<file path="config.mk">
export PLATFORM = sky130hd
export DESIGN_NAME = seg_scan_controller_flat
export DESIGN_NICKNAME = d
export VERILOG_FILES = /design/src/rtl/seg_scan_if.sv /design/src/rtl/seg_scan_controller.sv /design/src/flat_wrapper.sv
export SDC_FILE = /design/constraint.sdc
export NUM_CORES = 1
export LEC_CHECK = 0
export CAP_MARGIN = 20
export CORE_ASPECT_RATIO = 0.6
export CORE_MARGIN = 2
export CORE_UTILIZATION = 40
export CTS_CLUSTER_DIAMETER = 80
export DETAILED_ROUTE_END_ITERATION = 10
export DONT_BUFFER_PORTS = 1
export SLEW_MARGIN = 10
export SYNTH_ARGS = -nofsm -noshare
export SYNTH_HDL_FRONTEND = slang
export SYNTH_SLANG_ARGS = --single-unit
</file>
<file path="constraint.sdc">
create_clock -name clk -period 3.5 [get_ports clk]
set_input_delay 0.7 -clock clk [delete_from_list [all_inputs] [get_ports clk]]
set_output_delay 0.7 -clock clk [all_outputs]
set_load 0.05 [all_outputs]
</file>
<file path="src/rtl/seg_scan_if.sv">
// Scan controller bundle: digit word in, digit driver/segment controls out.
// master drives en, lzb_en, digits_in, dp_in and observes the scan outputs;
// slave (the controller) consumes the inputs and drives digit_sel, nibble,
// seg_en, dp_out, cur_digit and frame_done.
interface seg_scan_if #(
    parameter int DIGITS = 3
);
    logic                  en;
    logic                  lzb_en;
    logic [4*DIGITS-1:0]   digits_in;
    logic [DIGITS-1:0]     dp_in;
    logic [DIGITS-1:0]     digit_sel;
    logic [3:0]            nibble;
    logic                  seg_en;
    logic                  dp_out;
    logic [2:0]            cur_digit;
    logic                  frame_done;

    modport master (
        output en,
        output lzb_en,
        output digits_in,
        output dp_in,
        input  digit_sel,
        input  nibble,
        input  seg_en,
        input  dp_out,
        input  cur_digit,
        input  frame_done
    );

    modport slave (
        input  en,
        input  lzb_en,
        input  digits_in,
        input  dp_in,
        output digit_sel,
        output nibble,
        output seg_en,
        output dp_out,
        output cur_digit,
        output frame_done
    );
endinterface

</file>
<file path="src/rtl/seg_scan_controller.sv">
// Time-multiplexed 7-segment scan scheduler with per-slot blank interval,
// once-per-frame digit snapshot and leading-zero blanking.
// Ports: clk, rst (async, active-high); bus (seg_scan_if.slave):
//   en, lzb_en, digits_in, dp_in in; digit_sel, nibble, seg_en, dp_out,
//   cur_digit, frame_done out. All outputs are registered.
module seg_scan_controller #(
    parameter int DIGITS   = 3,
    parameter int PRESCALE = 65536,
    parameter int BLANK    = 64
) (
    input  logic      clk,
    input  logic      rst,
    seg_scan_if.slave bus
);
    localparam int CW = (PRESCALE > 1) ? $clog2(PRESCALE) : 1;
    localparam logic [CW-1:0] CNT_LAST = CW'(PRESCALE - 1);
    localparam logic [CW-1:0] CNT_SHOW = CW'(BLANK);
    localparam logic [2:0]    DIG_LAST = 3'(DIGITS - 1);

    typedef enum logic [1:0] {
        S_IDLE,
        S_BLANK,
        S_SHOW
    } state_t;

    state_t              state_q, state_d;
    logic [CW-1:0]       cnt_q, cnt_d;
    logic [2:0]          cur_q, cur_d;
    logic [4*DIGITS-1:0] snap_nib_q, snap_nib_d;
    logic [DIGITS-1:0]   snap_dp_q, snap_dp_d;
    logic                snap_lzb_q, snap_lzb_d;
    logic [DIGITS-1:0]   sel_q, sel_d;
    logic [3:0]          nib_q, nib_d;
    logic                seg_en_q, seg_en_d;
    logic                dp_q, dp_d;
    logic                fd_q, fd_d;

    logic                load;
    logic                zero_hi;
    logic [DIGITS-1:0]   blank_v;

    always_ff @(posedge clk or posedge rst) begin
        if (rst) begin
            state_q    <= S_IDLE;
            cnt_q      <= '0;
            cur_q      <= '0;
            snap_nib_q <= '0;
            snap_dp_q  <= '0;
            snap_lzb_q <= 1'b0;
            sel_q      <= '0;
            nib_q      <= '0;
            seg_en_q   <= 1'b0;
            dp_q       <= 1'b0;
            fd_q       <= 1'b0;
        end else begin
            state_q    <= state_d;
            cnt_q      <= cnt_d;
            cur_q      <= cur_d;
            snap_nib_q <= snap_nib_d;
            snap_dp_q  <= snap_dp_d;
            snap_lzb_q <= snap_lzb_d;
            sel_q      <= sel_d;
            nib_q      <= nib_d;
            seg_en_q   <= seg_en_d;
            dp_q       <= dp_d;
            fd_q       <= fd_d;
        end
    end

    // Outputs are computed from the next-state values so that every
    // output register lines up with the state it describes.
    always_comb begin
        state_d    = state_q;
        cnt_d      = cnt_q;
        cur_d      = cur_q;
        snap_nib_d = snap_nib_q;
        snap_dp_d  = snap_dp_q;
        snap_lzb_d = snap_lzb_q;
        fd_d       = 1'b0;
        load       = 1'b0;
        zero_hi    = 1'b1;
        blank_v    = '0;
        sel_d      = '0;
        nib_d      = '0;
        seg_en_d   = 1'b0;
        dp_d       = 1'b0;

        // A falling enable beats a frame wrap: no pulse, straight to idle.
        if (!bus.en) begin
            state_d = S_IDLE;
            cnt_d   = '0;
            cur_d   = '0;
        end else begin
            unique case (state_q)
                S_IDLE: begin
                    load    = 1'b1;
                    state_d = S_BLANK;
                    cnt_d   = '0;
                    cur_d   = '0;
                end
                S_BLANK, S_SHOW: begin
                    if (cnt_q == CNT_LAST) begin
                        cnt_d   = '0;
                        state_d = S_BLANK;
                        if (cur_q == DIG_LAST) begin
                            cur_d = '0;
                            load  = 1'b1;
                            fd_d  = 1'b1;
                        end else begin
                            cur_d = cur_q + 3'd1;
                        end
                    end else begin
                        cnt_d   = cnt_q + CW'(1);
                        state_d = (cnt_d < CNT_SHOW) ? S_BLANK : S_SHOW;
                    end
                end
                default: begin
                    state_d = S_IDLE;
                end
            endcase
        end

        // The snapshot is taken only at frame start, so a frame never tears.
        if (load) begin
            snap_nib_d = bus.digits_in;
            snap_dp_d  = bus.dp_in;
            snap_lzb_d = bus.lzb_en;
        end

        // Digit i is a leading zero when it and everything above it is 0.
        for (int i = DIGITS - 1; i >= 0; i--) begin
            zero_hi    = zero_hi & (snap_nib_d[i*4 +: 4] == 4'd0);
            blank_v[i] = snap_lzb_d & zero_hi & (i != 0);
        end

        // Blanked digits keep their slot so brightness stays uniform.
        if (state_d != S_IDLE) begin
            for (int i = 0; i < DIGITS; i++) begin
                if (cur_d == 3'(i)) begin
                    nib_d = snap_nib_d[i*4 +: 4];
                    if (state_d == S_SHOW && !blank_v[i]) begin
                        sel_d[i] = 1'b1;
                        seg_en_d = 1'b1;
                        dp_d     = snap_dp_d[i];
                    end
                end
            end
        end
    end

    assign bus.digit_sel  = sel_q;
    assign bus.nibble     = nib_q;
    assign bus.seg_en     = seg_en_q;
    assign bus.dp_out     = dp_q;
    assign bus.cur_digit  = cur_q;
    assign bus.frame_done = fd_q;

endmodule

</file>
<file path="src/flat_wrapper.sv">
// flat-port wrapper written by rule: the top's interface ports become plain ports
module seg_scan_controller_flat 
#(
    parameter int DIGITS   = 3,
    parameter int PRESCALE = 65536,
    parameter int BLANK    = 64
)
  (clk, rst, bus_en, bus_lzb_en, bus_digits_in, bus_dp_in, bus_digit_sel, bus_nibble, bus_seg_en, bus_dp_out, bus_cur_digit, bus_frame_done);
  seg_scan_if #(.DIGITS(DIGITS)) bus_i ();
  input  logic clk;
  input  logic rst;
  input wire logic [$bits(bus_i.en)-1:0] bus_en;
  input wire logic [$bits(bus_i.lzb_en)-1:0] bus_lzb_en;
  input wire logic [$bits(bus_i.digits_in)-1:0] bus_digits_in;
  input wire logic [$bits(bus_i.dp_in)-1:0] bus_dp_in;
  output wire logic [$bits(bus_i.digit_sel)-1:0] bus_digit_sel;
  output wire logic [$bits(bus_i.nibble)-1:0] bus_nibble;
  output wire logic [$bits(bus_i.seg_en)-1:0] bus_seg_en;
  output wire logic [$bits(bus_i.dp_out)-1:0] bus_dp_out;
  output wire logic [$bits(bus_i.cur_digit)-1:0] bus_cur_digit;
  output wire logic [$bits(bus_i.frame_done)-1:0] bus_frame_done;
  assign bus_i.en = bus_en;
  assign bus_i.lzb_en = bus_lzb_en;
  assign bus_i.digits_in = bus_digits_in;
  assign bus_i.dp_in = bus_dp_in;
  assign bus_digit_sel = bus_i.digit_sel;
  assign bus_nibble = bus_i.nibble;
  assign bus_seg_en = bus_i.seg_en;
  assign bus_dp_out = bus_i.dp_out;
  assign bus_cur_digit = bus_i.cur_digit;
  assign bus_frame_done = bus_i.frame_done;
  seg_scan_controller #(.DIGITS(DIGITS), .PRESCALE(PRESCALE), .BLANK(BLANK)) u_core (.clk(clk), .rst(rst), .bus(bus_i));
endmodule
</file>
* Yosys cells after proc, flatten, opt, wreduce, memory -nomap -nowiden
Cells that the tools add are included.
Widths: inputs -> output; s select.
** Storage, ports and cells
- Bits in registers :: 47
- Latch bits :: 0
- RAM bits :: 0
- Bits in read-only memories :: 0
- Bits of input ports :: 19
- Output and inout port bits :: 13
- Word-level logic and storage cells :: 78
- Memories kept :: 0
** Operators by class
- $add $sub $neg :: 2
- Multipliers :: 0
- Divide/modulo/power cells :: 0
- Order comparisons :: 1
- Eq/ne operators :: 8
- Shifts and indexed selects :: 0
- Mux-type cells :: 43
- Bitwise logic cells :: 3
- Reduce and logical (&&, ||, !) cells :: 10
** Operators with widths (count)
- $mux 16 :: 2
- $pmux 16 s2 :: 1
- $mux 1 :: 24
- $add 16x1->16 const B :: 1
- $eq 16x16->1 const B :: 1
- $lt 16x7->1 const B :: 1
- $mux 4 :: 4
- $mux 3 :: 5
- $mux 12 :: 1
- $logic_not 4->1 :: 2
- $eq 3x2->1 const B :: 2
- $mux 2 :: 3
- $pmux 3 s2 :: 1
- $eq 2x2->1 const B :: 2
- $pmux 2 s2 :: 1
- $add 3x1->3 const B :: 1
- $and 1x1->1 :: 3
- $eq 3x1->1 const B :: 1
- $logic_not 3->1 :: 1
- $ne 3x1->1 const B :: 1
- $eq 2x1->1 const B :: 1
- $logic_and 1x1->1 :: 2
- $logic_not 1->1 :: 2
- $logic_not 2->1 :: 1
- other kinds (3) :: 3

* Logic depth before layout (Yosys ltp)
Gate-level depths: netlist (run 1).
- Depth in word-level cells :: 16
- Depth in mapped cells :: 11
- Mapped depth without buffers :: 9

* Least setup slack after synthesis (run 1)
OpenSTA, ideal clock, no wires.
- Path type :: register to register
- From :: register u_core.cnt_q[0]
- To :: register u_core.nib_q[3] (netlist: u_core.bus.nibble[3])
- Setup time :: 0.119 ns
- Data arrival time :: 2.461 ns
- Required time :: 3.381 ns
- Path slack :: 0.920 ns
- Stages on the path, launching flop included :: 10
- Path buffers :: 2
- Clock period less this slack :: 2.580 ns
- Cell sequence :: dfrtp_1 > ha_1 > nand3_4 > or4_4 > o22ai_2 > buf_6 > buf_2 > mux2_2 > o2bb2ai_1 > o21a_1
** On the way
- Cells in the longest elaborated chain, start to end :: 9
- Elaborated cells on any way between the ends :: 22
- Those cells by class :: add/sub (1); order compare (1); eq/ne (3); mux (15); reduce/logical (2)
** Ends and longest elaborated chain
- from (decl) :: line seg_scan_controller.sv:27 : logic [CW-1:0] cnt_q, cnt_d;
- from (signal assigned) :: line seg_scan_controller.sv:57 : cnt_q <= cnt_d;
- $eq 16x16->1 :: line seg_scan_controller.sv:102 : if (cnt_q == CNT_LAST) begin
- $mux 1 :: line seg_scan_controller.sv:102
- $pmux 1 s2 :: line seg_scan_controller.sv:94 : unique case (state_q)
- $mux 1 :: line seg_scan_controller.sv:89 : if (!bus.en) begin
- $mux 12 :: line seg_scan_controller.sv:124 : if (load) begin
- via u_core.snap_nib_d[3] :: line seg_scan_controller.sv:29 : logic [4*DIGITS-1:0] snap_nib_q, snap_nib_d;
- $mux 4 (3 in series) :: line seg_scan_controller.sv:139 : if (cur_d == 3'(i)) begin
- $mux 4 :: line seg_scan_controller.sv:137 : if (state_d != S_IDLE) begin
- via u_core.nib_d[3] :: line seg_scan_controller.sv:33 : logic [3:0] nib_q, nib_d;
- to (signal assigned) :: line seg_scan_controller.sv:63 : nib_q <= nib_d;
- to (decl) :: line seg_scan_controller.sv:33
The timed path passes the listed nets, and every way through them passes these cells.
A chain may end at the register's enable or synchronous reset.

* Worst setup path in the final report (run 1)
- From :: register u_core.cnt_q[0]
- To :: register u_core.dp_q (netlist: u_core.bus.dp_out)
** On the way
- Cells in the longest elaborated chain, start to end :: 15
- Elaborated cells on any way between the ends :: 37
- Those cells by class :: add/sub (1); order compare (1); eq/ne (4); mux (20); bitwise (3); reduce/logical (8)
** Ends and longest elaborated chain
- parallel branches: the longest is 14 deep, another holds $add 16x1->16
- $mux 1 (*) :: line seg_scan_controller.sv:137
- via u_core.dp_d :: line seg_scan_controller.sv:35 : logic dp_q, dp_d;
- to (signal assigned) :: line seg_scan_controller.sv:65 : dp_q <= dp_d;
- to (decl) :: line seg_scan_controller.sv:35
Mark *: on every way through the listed nets, which the timed path passes.

==> impl_metrics.csv, run 1 <==
group,metric,value,unit
outcome,status,"complete, no violations",
hold_path,hp-class,"in -> async",
critical_path,crit_fanout,10,
clock_tree,cts-htree-levels,2,
logic_synthesis,ys_types,52,
floorplanning,core-area,6110,um2
critical_path,crit_type,"reg -> reg",
power_and_ir_drop,seqPwrFrac,0.538,
global_route,grt_first_pass_wirelength,9650,um
clock_tree,postCtsResizedCells,0,
logic_synthesis,ys_ff_latch,47,
layout,final_cells,347,
flow_run,cap_violations,0,
clock_tree,numCtsBuffers,5,
logic_synthesis,synthCells,260,
logic_synthesis,synth_fa_ha_area_frac,0.0149,
layout,final_nets,284,
power_and_ir_drop,ir_drop,177,uV
detailed_routing,ant_nets,0,
global_route,grt_start_max_net_pins,48,
sta,worstMarginPinSlew,0.783,ns
layout,area_growth,9.24,%
sta,final_max_slew_viol_count,0,
logic_synthesis,yosys.area.top_type_share,0.467,
clock_tree,clk_latency,0.30,ns
place,hpwl,4230,um
sta,finalSetupViolations,0,
floorplanning,core.rowCount,22,
critical_path,crit_chain,"ha_1 > nand3_4 > or4_4 > o22ai_2 > buf_4 > nor2_2 > a2111o_1 > or2_1 > o22a_1",
detailed_routing,wl_per_cell,16.6,um
place,io_buffer_count,0,
power_and_ir_drop,p_sw,0.277,mW
logic_synthesis,yosys.area_share.simple,0.228,
logic_synthesis,synth_top_family_by_area,"simple AND/OR/NAND/NOR gates",
global_route,grt_overflow,0,
logic_synthesis,synth_flop_cell,"dfrtp_1",
place,dpl.cell_count,338,
detailed_routing,wl_met1,3140,um
sta,fmax,352,MHz
floorplanning,die_w,106,um
logic_synthesis,yosys_warnings,0,
layout,fillers,609,
sta,fin_crit_sh,0.811,
place,gp_congestion,0.790,
critical_path,cp.required,3.69,ns
floorplanning,start_util,0.412,
logic_synthesis,synth_area_leaders,"dfrtp_1, mux2_2, o21ai_0",
floorplanning,die_h,65.5,um
critical_path,slowest_delay,0.56,ns
detailed_routing,met3_length,371,um
logic_synthesis,yosys.area.top_type,"dfrtp_1",
logic_synthesis,syn_avg_cell_area,9.69,um2
logic_synthesis,synth_fp_nets,282,
clock_tree,clockBufferDepth,2,
detailed_routing,dr.max_layer_used,"met5",
layout,drive_above_1_share,0.137,
sta,maxSlewHeadroom,0.478,
floorplanning,die_area,6970,um2
detailed_routing,viasPerCell,5.46,
sta,timing.final.crit_period,2.84,ns
logic_synthesis,ys_seq_area_frac,0.467,
critical_path,cpMaxStageDelayCell,"or4_4",
logic_synthesis,syn-cell-area,2520,um2
logic_synthesis,async_flop_share,1.00,
global_route,antenna_found_initial,1,
clock_tree,cts_hold_buf,0,
logic_synthesis,synthMuxAreaShare,0.0819,
clock_tree,tritoncts,"yes",
detailed_routing,drcViolationCount,0,
logic_synthesis,yosys-top-cells-count,"dfrtp_1, nor2_1, nand2_1, o21ai_0, mux2_2",
logic_synthesis,yosys.area_share.xor_xnor,0.0243,
sta,finalHoldViolations,0,
sta,finClkSkew,0.00308,ns
sta,rsz0062_at_grt,"no",
clock_tree,clock-sinks,47,
critical_path,cp_data_arrival_time,3.03,ns
global_route,grtUsageTotal,0.181,
clock_tree,clkTransAtPathRegs,0.09,ns
logic_synthesis,synth_edf_count,0,
power_and_ir_drop,cellPowerDensity,414,nW/um2
layout,num_antenna_cells,0,
global_route,grt_pass1_vias,1790,
power_and_ir_drop,p_sw_frac,0.243,
detailed_routing,first_iter_violations,104,
detailed_routing,routed_wl,5750,um
logic_synthesis,synth.most_common_cell,"dfrtp_1",
power_and_ir_drop,p_comb_frac,0.100,
detailed_routing,vias,1893,
logic_synthesis,synth_compound_area_frac,0.142,
power_and_ir_drop,p_leak,1.12,nW
clock_tree,post_cts_buffers,0,
sta,fin_tns_setup,0,ns
detailed_routing,dr.pass1.iters,4,
critical_path,end_kind,"flop",
floorplanning,ios,32,
clock_tree,cts_root_buffer,"clkbuf_8",
critical_path,ff2ff_path_depth,9,
power_and_ir_drop,power.internal,0.862,mW
detailed_routing,wl_met2,2160,um
critical_path,startpoint_type,"flop",
power_and_ir_drop,clkPwrFrac,0.362,
state kept, by name (all words and copies together) (netlist names):
signal	flops
u_core.bus.cur_digit	3
u_core.snap_nib_q	12
u_core.state_q	2
u_core.snap_dp_q	3
u_core.bus.digit_sel	3
u_core.bus.dp_out	1
u_core.cnt_q	16
u_core.bus.nibble	4
u_core.bus.frame_done	1
u_core.bus.seg_en	1
u_core.snap_lzb_q	1
through the flow:
step,setup WS [ns],hold WS (ns),util,cell area [um2],total power [mW]
final,0.662,0.238,0.450,2750,1.14
after global routing,0.493,0.245,0.450,2750,1.20
after CTS,0.659,0.505,0.447,2730,1.16
after detailed placement,0.678,0.485,0.428,2620,0.735
after global placement,0.770,0.481,0.428,2620,0.734
after floorplan,0.920,0.462,-,2520,0.709
power groups by stage:
stage               Combinational, mW  Sequential, mW  Clock, mW
floorplan                      0.0904           0.619          0
global placement                0.111           0.623          0
detailed placement              0.111           0.624          0
CTS                             0.112           0.613      0.430
global route                    0.129           0.618      0.449
finish                          0.114           0.613      0.412
cell families after synthesis:
kind of cell | count (synthesis)
adders and majority gates | 3
DFF | 47
xor gates and xnor gates | 7
muxes | 19
AOI/OAI and AO/OA | 54
buffers and inverters | 25
and+or+nand+nor | 105
per-layer routing:
layer | vias to the layer above | track usage
li1 | 942 | -
met1 | 895 | 0.289
met4 | 2 | 0.0536
met5 | - | 0
met2 | 48 | 0.224
met3 | 6 | 0.0565
worst max-delay path: cells and delay by family (launching register included):
family | cells | cell delay (ns)
AOI/OAI and AO/OA | 3 | 0.74
buffers and inverters | 1 | 0.22
and+or+nand+nor | 4 | 1.01
adders and majority gates | 1 | 0.32
DFF | 1 | 0.44
cell usage in the layout, fill, tap and decap left out, types with 2 or more instances in the layout:
cell type,instances
and3_1,4
and2_1,2
xnor2_1,7
nand2_1,19
nor2_1,23
dfrtp_1,47
o2bb2ai_1,4
o21ai_0,19
nor2b_1,5
nor4b_1,3
nand4_1,6
o31ai_1,3
ha_1,3
nor4_1,8
o21ai_1,2
o21a_1,4
mux2i_1,6
o41ai_1,3
nand3_1,6
nand2b_1,5
mux2_2,13
a21oi_1,8
or3_1,3
clkbuf_8,6
inv_1,11
nor3_1,9
buf_4,7
cell type report:
cell class / instances / area, um2 / share of cell area
multi-input combinational: 188 / 1240 / 0.449
clock inverter: 2 / 35.0 / 0.0127
inverter: 12 / 45.0 / 0.0164
clock buffer: 6 / 82.6 / 0.0300
sequential: 47 / 1180 / 0.427
timing repair buffer: 8 / 72.6 / 0.0264
tap: 84 / 105 / 0.0382
final timing paths:
| check | from | endpoint | slack (ns) |
|---|---|---|---|
| max | u_core.cnt_q[0] | u_core.bus.dp_out | 0.66 |
| min | rst | u_core.cnt_q[10] | 0.24 |
| max reg2reg | u_core.cnt_q[0] | u_core.bus.dp_out | 0.66 |
| min reg2reg | u_core.snap_dp_q[1] | u_core.snap_dp_q[1] | 0.50 |
| max in group asynchronous | rst | u_core.bus.nibble[1] | 2.78 |
| min in group clk | u_core.snap_dp_q[1] | u_core.snap_dp_q[1] | 0.50 |
(Power assumes the default switching activity.)
==> inputs of run 2 (changes only) <==
clock period = 2.55 ns   (was 3.5 ns; I/O delays follow)
==> run 2 against run 1 <==
Cell count up 8.4%. Clock skew up 0.0022 ns. Count of clock-buffer cells in the layout down 1. Register-to-register slack worse by 0.60 ns. Wire length up 8.6%. Utilization up 4.6 points. Combinational power up 54%. Sequential power up 37%. Total power up 39%. Die area unchanged. Critical path depth down 1. Critical endpoint unchanged. Largest power group unchanged.
==> impl_metrics.csv, run 2 (synthesized netlist as in run 1, its figures left out) <==
group,metric,value,unit
critical_path,r2r-end,"u_core.bus.dp_out",
power_and_ir_drop,cellPowerDensity,522,nW/um2
critical_path,crit_end,"u_core.bus.dp_out",
critical_path,crit_path_start,"u_core.cnt_q[1]",
sta,timing.final.crit_period,2.49,ns
floorplanning,start_util,0.412,
detailed_routing,dr.pass1.iters,4,
sta,worstMarginPinSlew,0.481,ns
critical_path,cp_data_arrival_time,2.68,ns
critical_path,crit_fanout,6,
sta,whs,0.0931,ns
critical_path,r2r_start,"u_core.cnt_q[1]",
sta,finalSetupViolations,0,
critical_path,crit_chain,"ha_4 > nand3_4 > or4_4 > o22ai_4 > nor2_2 > a2111o_1 > or2_1 > o22a_1",
power_and_ir_drop,ir_drop,362,uV
power_and_ir_drop,p_leak,1.26,nW
critical_path,end_kind,"flop",
place,gp_congestion,0.818,
global_route,grt_first_pass_wirelength,9890,um
clock_tree,clk_latency,0.30,ns
sta,fmax,402,MHz
global_route,antenna_found_initial,0,
outcome,status,"complete, no violations",
layout,final_nets,313,
global_route,grtUsageTotal,0.188,
layout,largest_reg_flops,16,
hold_path,hp-class,"in -> async",
layout,regMostFlops,"u_core.cnt_q",
layout,layout_common_cells,"dfrtp_1, buf_4, nor2_1, nand2_1, o21ai_0",
critical_path,ff2ff_path_depth,8,
place,place_area,2830,um2
place,io_buffer_count,0,
clock_tree,clock-sinks,47,
clock_tree,clockBufferDepth,2,
detailed_routing,wl_per_cell,16.6,um
global_route,grt_overflow,0,
sta,final_max_slew_viol_count,0,
detailed_routing,drcViolationCount,0,
floorplanning,die_area,6970,um2
sta,fin_crit_sh,0.975,
sta,fin_tns_setup,0,ns
detailed_routing,ant_nets,0,
detailed_routing,first_iter_violations,159,
global_route,grt_start_max_net_pins,29,
layout,num_antenna_cells,0,
floorplanning,core.rowCount,22,
clock_tree,cts_hold_buf,0,
flow_run,cap_violations,0,
place,hpwl,4680,um
critical_path,cp.required,2.75,ns
critical_path,startpoint_type,"flop",
sta,finalHoldViolations,0,
layout,area_growth,20.5,%
detailed_routing,viasPerCell,5.46,
sta,finClkSkew,0.00524,ns
critical_path,path_buf_inv,0,
detailed_routing,vias,2053,
floorplanning,die_w,106,um
clock_tree,clkTransAtPathRegs,0.10,ns
critical_path,reg2reg_setup_slack,0.06,ns
sta,maxSlewHeadroom,0.671,
critical_path,path_depth,8,
layout,fin_area,3040,um2
critical_path,cpMaxStageDelayCell,"or4_4",
layout,drive_above_1_share,0.264,
layout,final_common_cell,"dfrtp_1",
floorplanning,ios,32,
clock_tree,cts-htree-levels,2,
clock_tree,cts_root_buffer,"clkbuf_8",
clock_tree,numCtsBuffers,5,
detailed_routing,routed_wl,6240,um
global_route,grt_pass1_vias,1848,
critical_path,slowest_delay,0.51,ns
floorplanning,die_h,65.5,um
critical_path,crit_family,"simple AND/OR/NAND/NOR gates",
floorplanning,core-area,6110,um2
critical_path,crit_type,"reg -> reg",
clock_tree,tritoncts,"yes",
run 2: cell count changes in the layout (fill, tap and decap cells not counted), sizes merged:
cell and change:
buf +29, clkbuf -1, inv +1
run 2: worst min path at each step:
| stage | start | to | cells after the start |
|---|---|---|---|
| 2_1_floorplan | u_core.snap_nib_q[5] | u_core.snap_nib_q[5] | 2 |
| 6_report | rst | u_core.cnt_q[9] | 1 |
| 3_5_place_dp | rst | u_core.cnt_q[9] | 1 |
| 3_3_place_gp | rst | u_core.cnt_q[9] | 1 |
| 4_1_cts | rst | u_core.cnt_q[9] | 1 |
| 5_1_grt | rst | u_core.cnt_q[9] | 1 |
run 2: layout make-up:
cell class / count / area, um2
Clock buffer: 5 / 68.8
Clock inverter: 3 / 47.5
Fill cell: 570 / 3070
Inverter: 12 / 45.0
Multi-Input combinational cell: 188 / 1310
Sequential cell: 47 / 1180
Tap cell: 84 / 105
Timing Repair Buffer: 37 / 282
run 2: layer usage:
layer / GRT usage / wire (um)
met3: 0.0506 / 445
met5: 0 / 0
met4: 0.0487 / 45
met1: 0.314 / 3390
met2: 0.228 / 2360
run 2: per-stage QoR:
| step | total power, mW | utilization | std cells | worst slack (ns) |
|---|---|---|---|---|
| final | 1.59 | 0.497 | 376 | 0.0644 |
| after floorplan | 0.974 | - | 260 | 0.0376 |
| after global placement | 1.02 | 0.464 | 366 | 0.0265 |
| after global routing | 1.66 | 0.497 | 376 | -0.0146 |
| after detailed placement | 1.02 | 0.464 | 366 | 0.00302 |
| after CTS | 1.60 | 0.485 | 374 | 0.0530 |
run 2: power breakdown:
| part | internal, mW | switching, mW | leakage (nW) |
|---|---|---|---|
| Sequential | 0.795 | 0.0449 | 0.613 |
| Combinational | 0.0816 | 0.0943 | 0.590 |
| Clock | 0.298 | 0.271 | 0.0587 |
run 2: timing repair:
action | in CTS | in global routing
pin swaps | 0 | 7
buffers inserted | 0 | 2
gates resized for setup | 2 | 12
setup endpoints to repair | 2 | 6
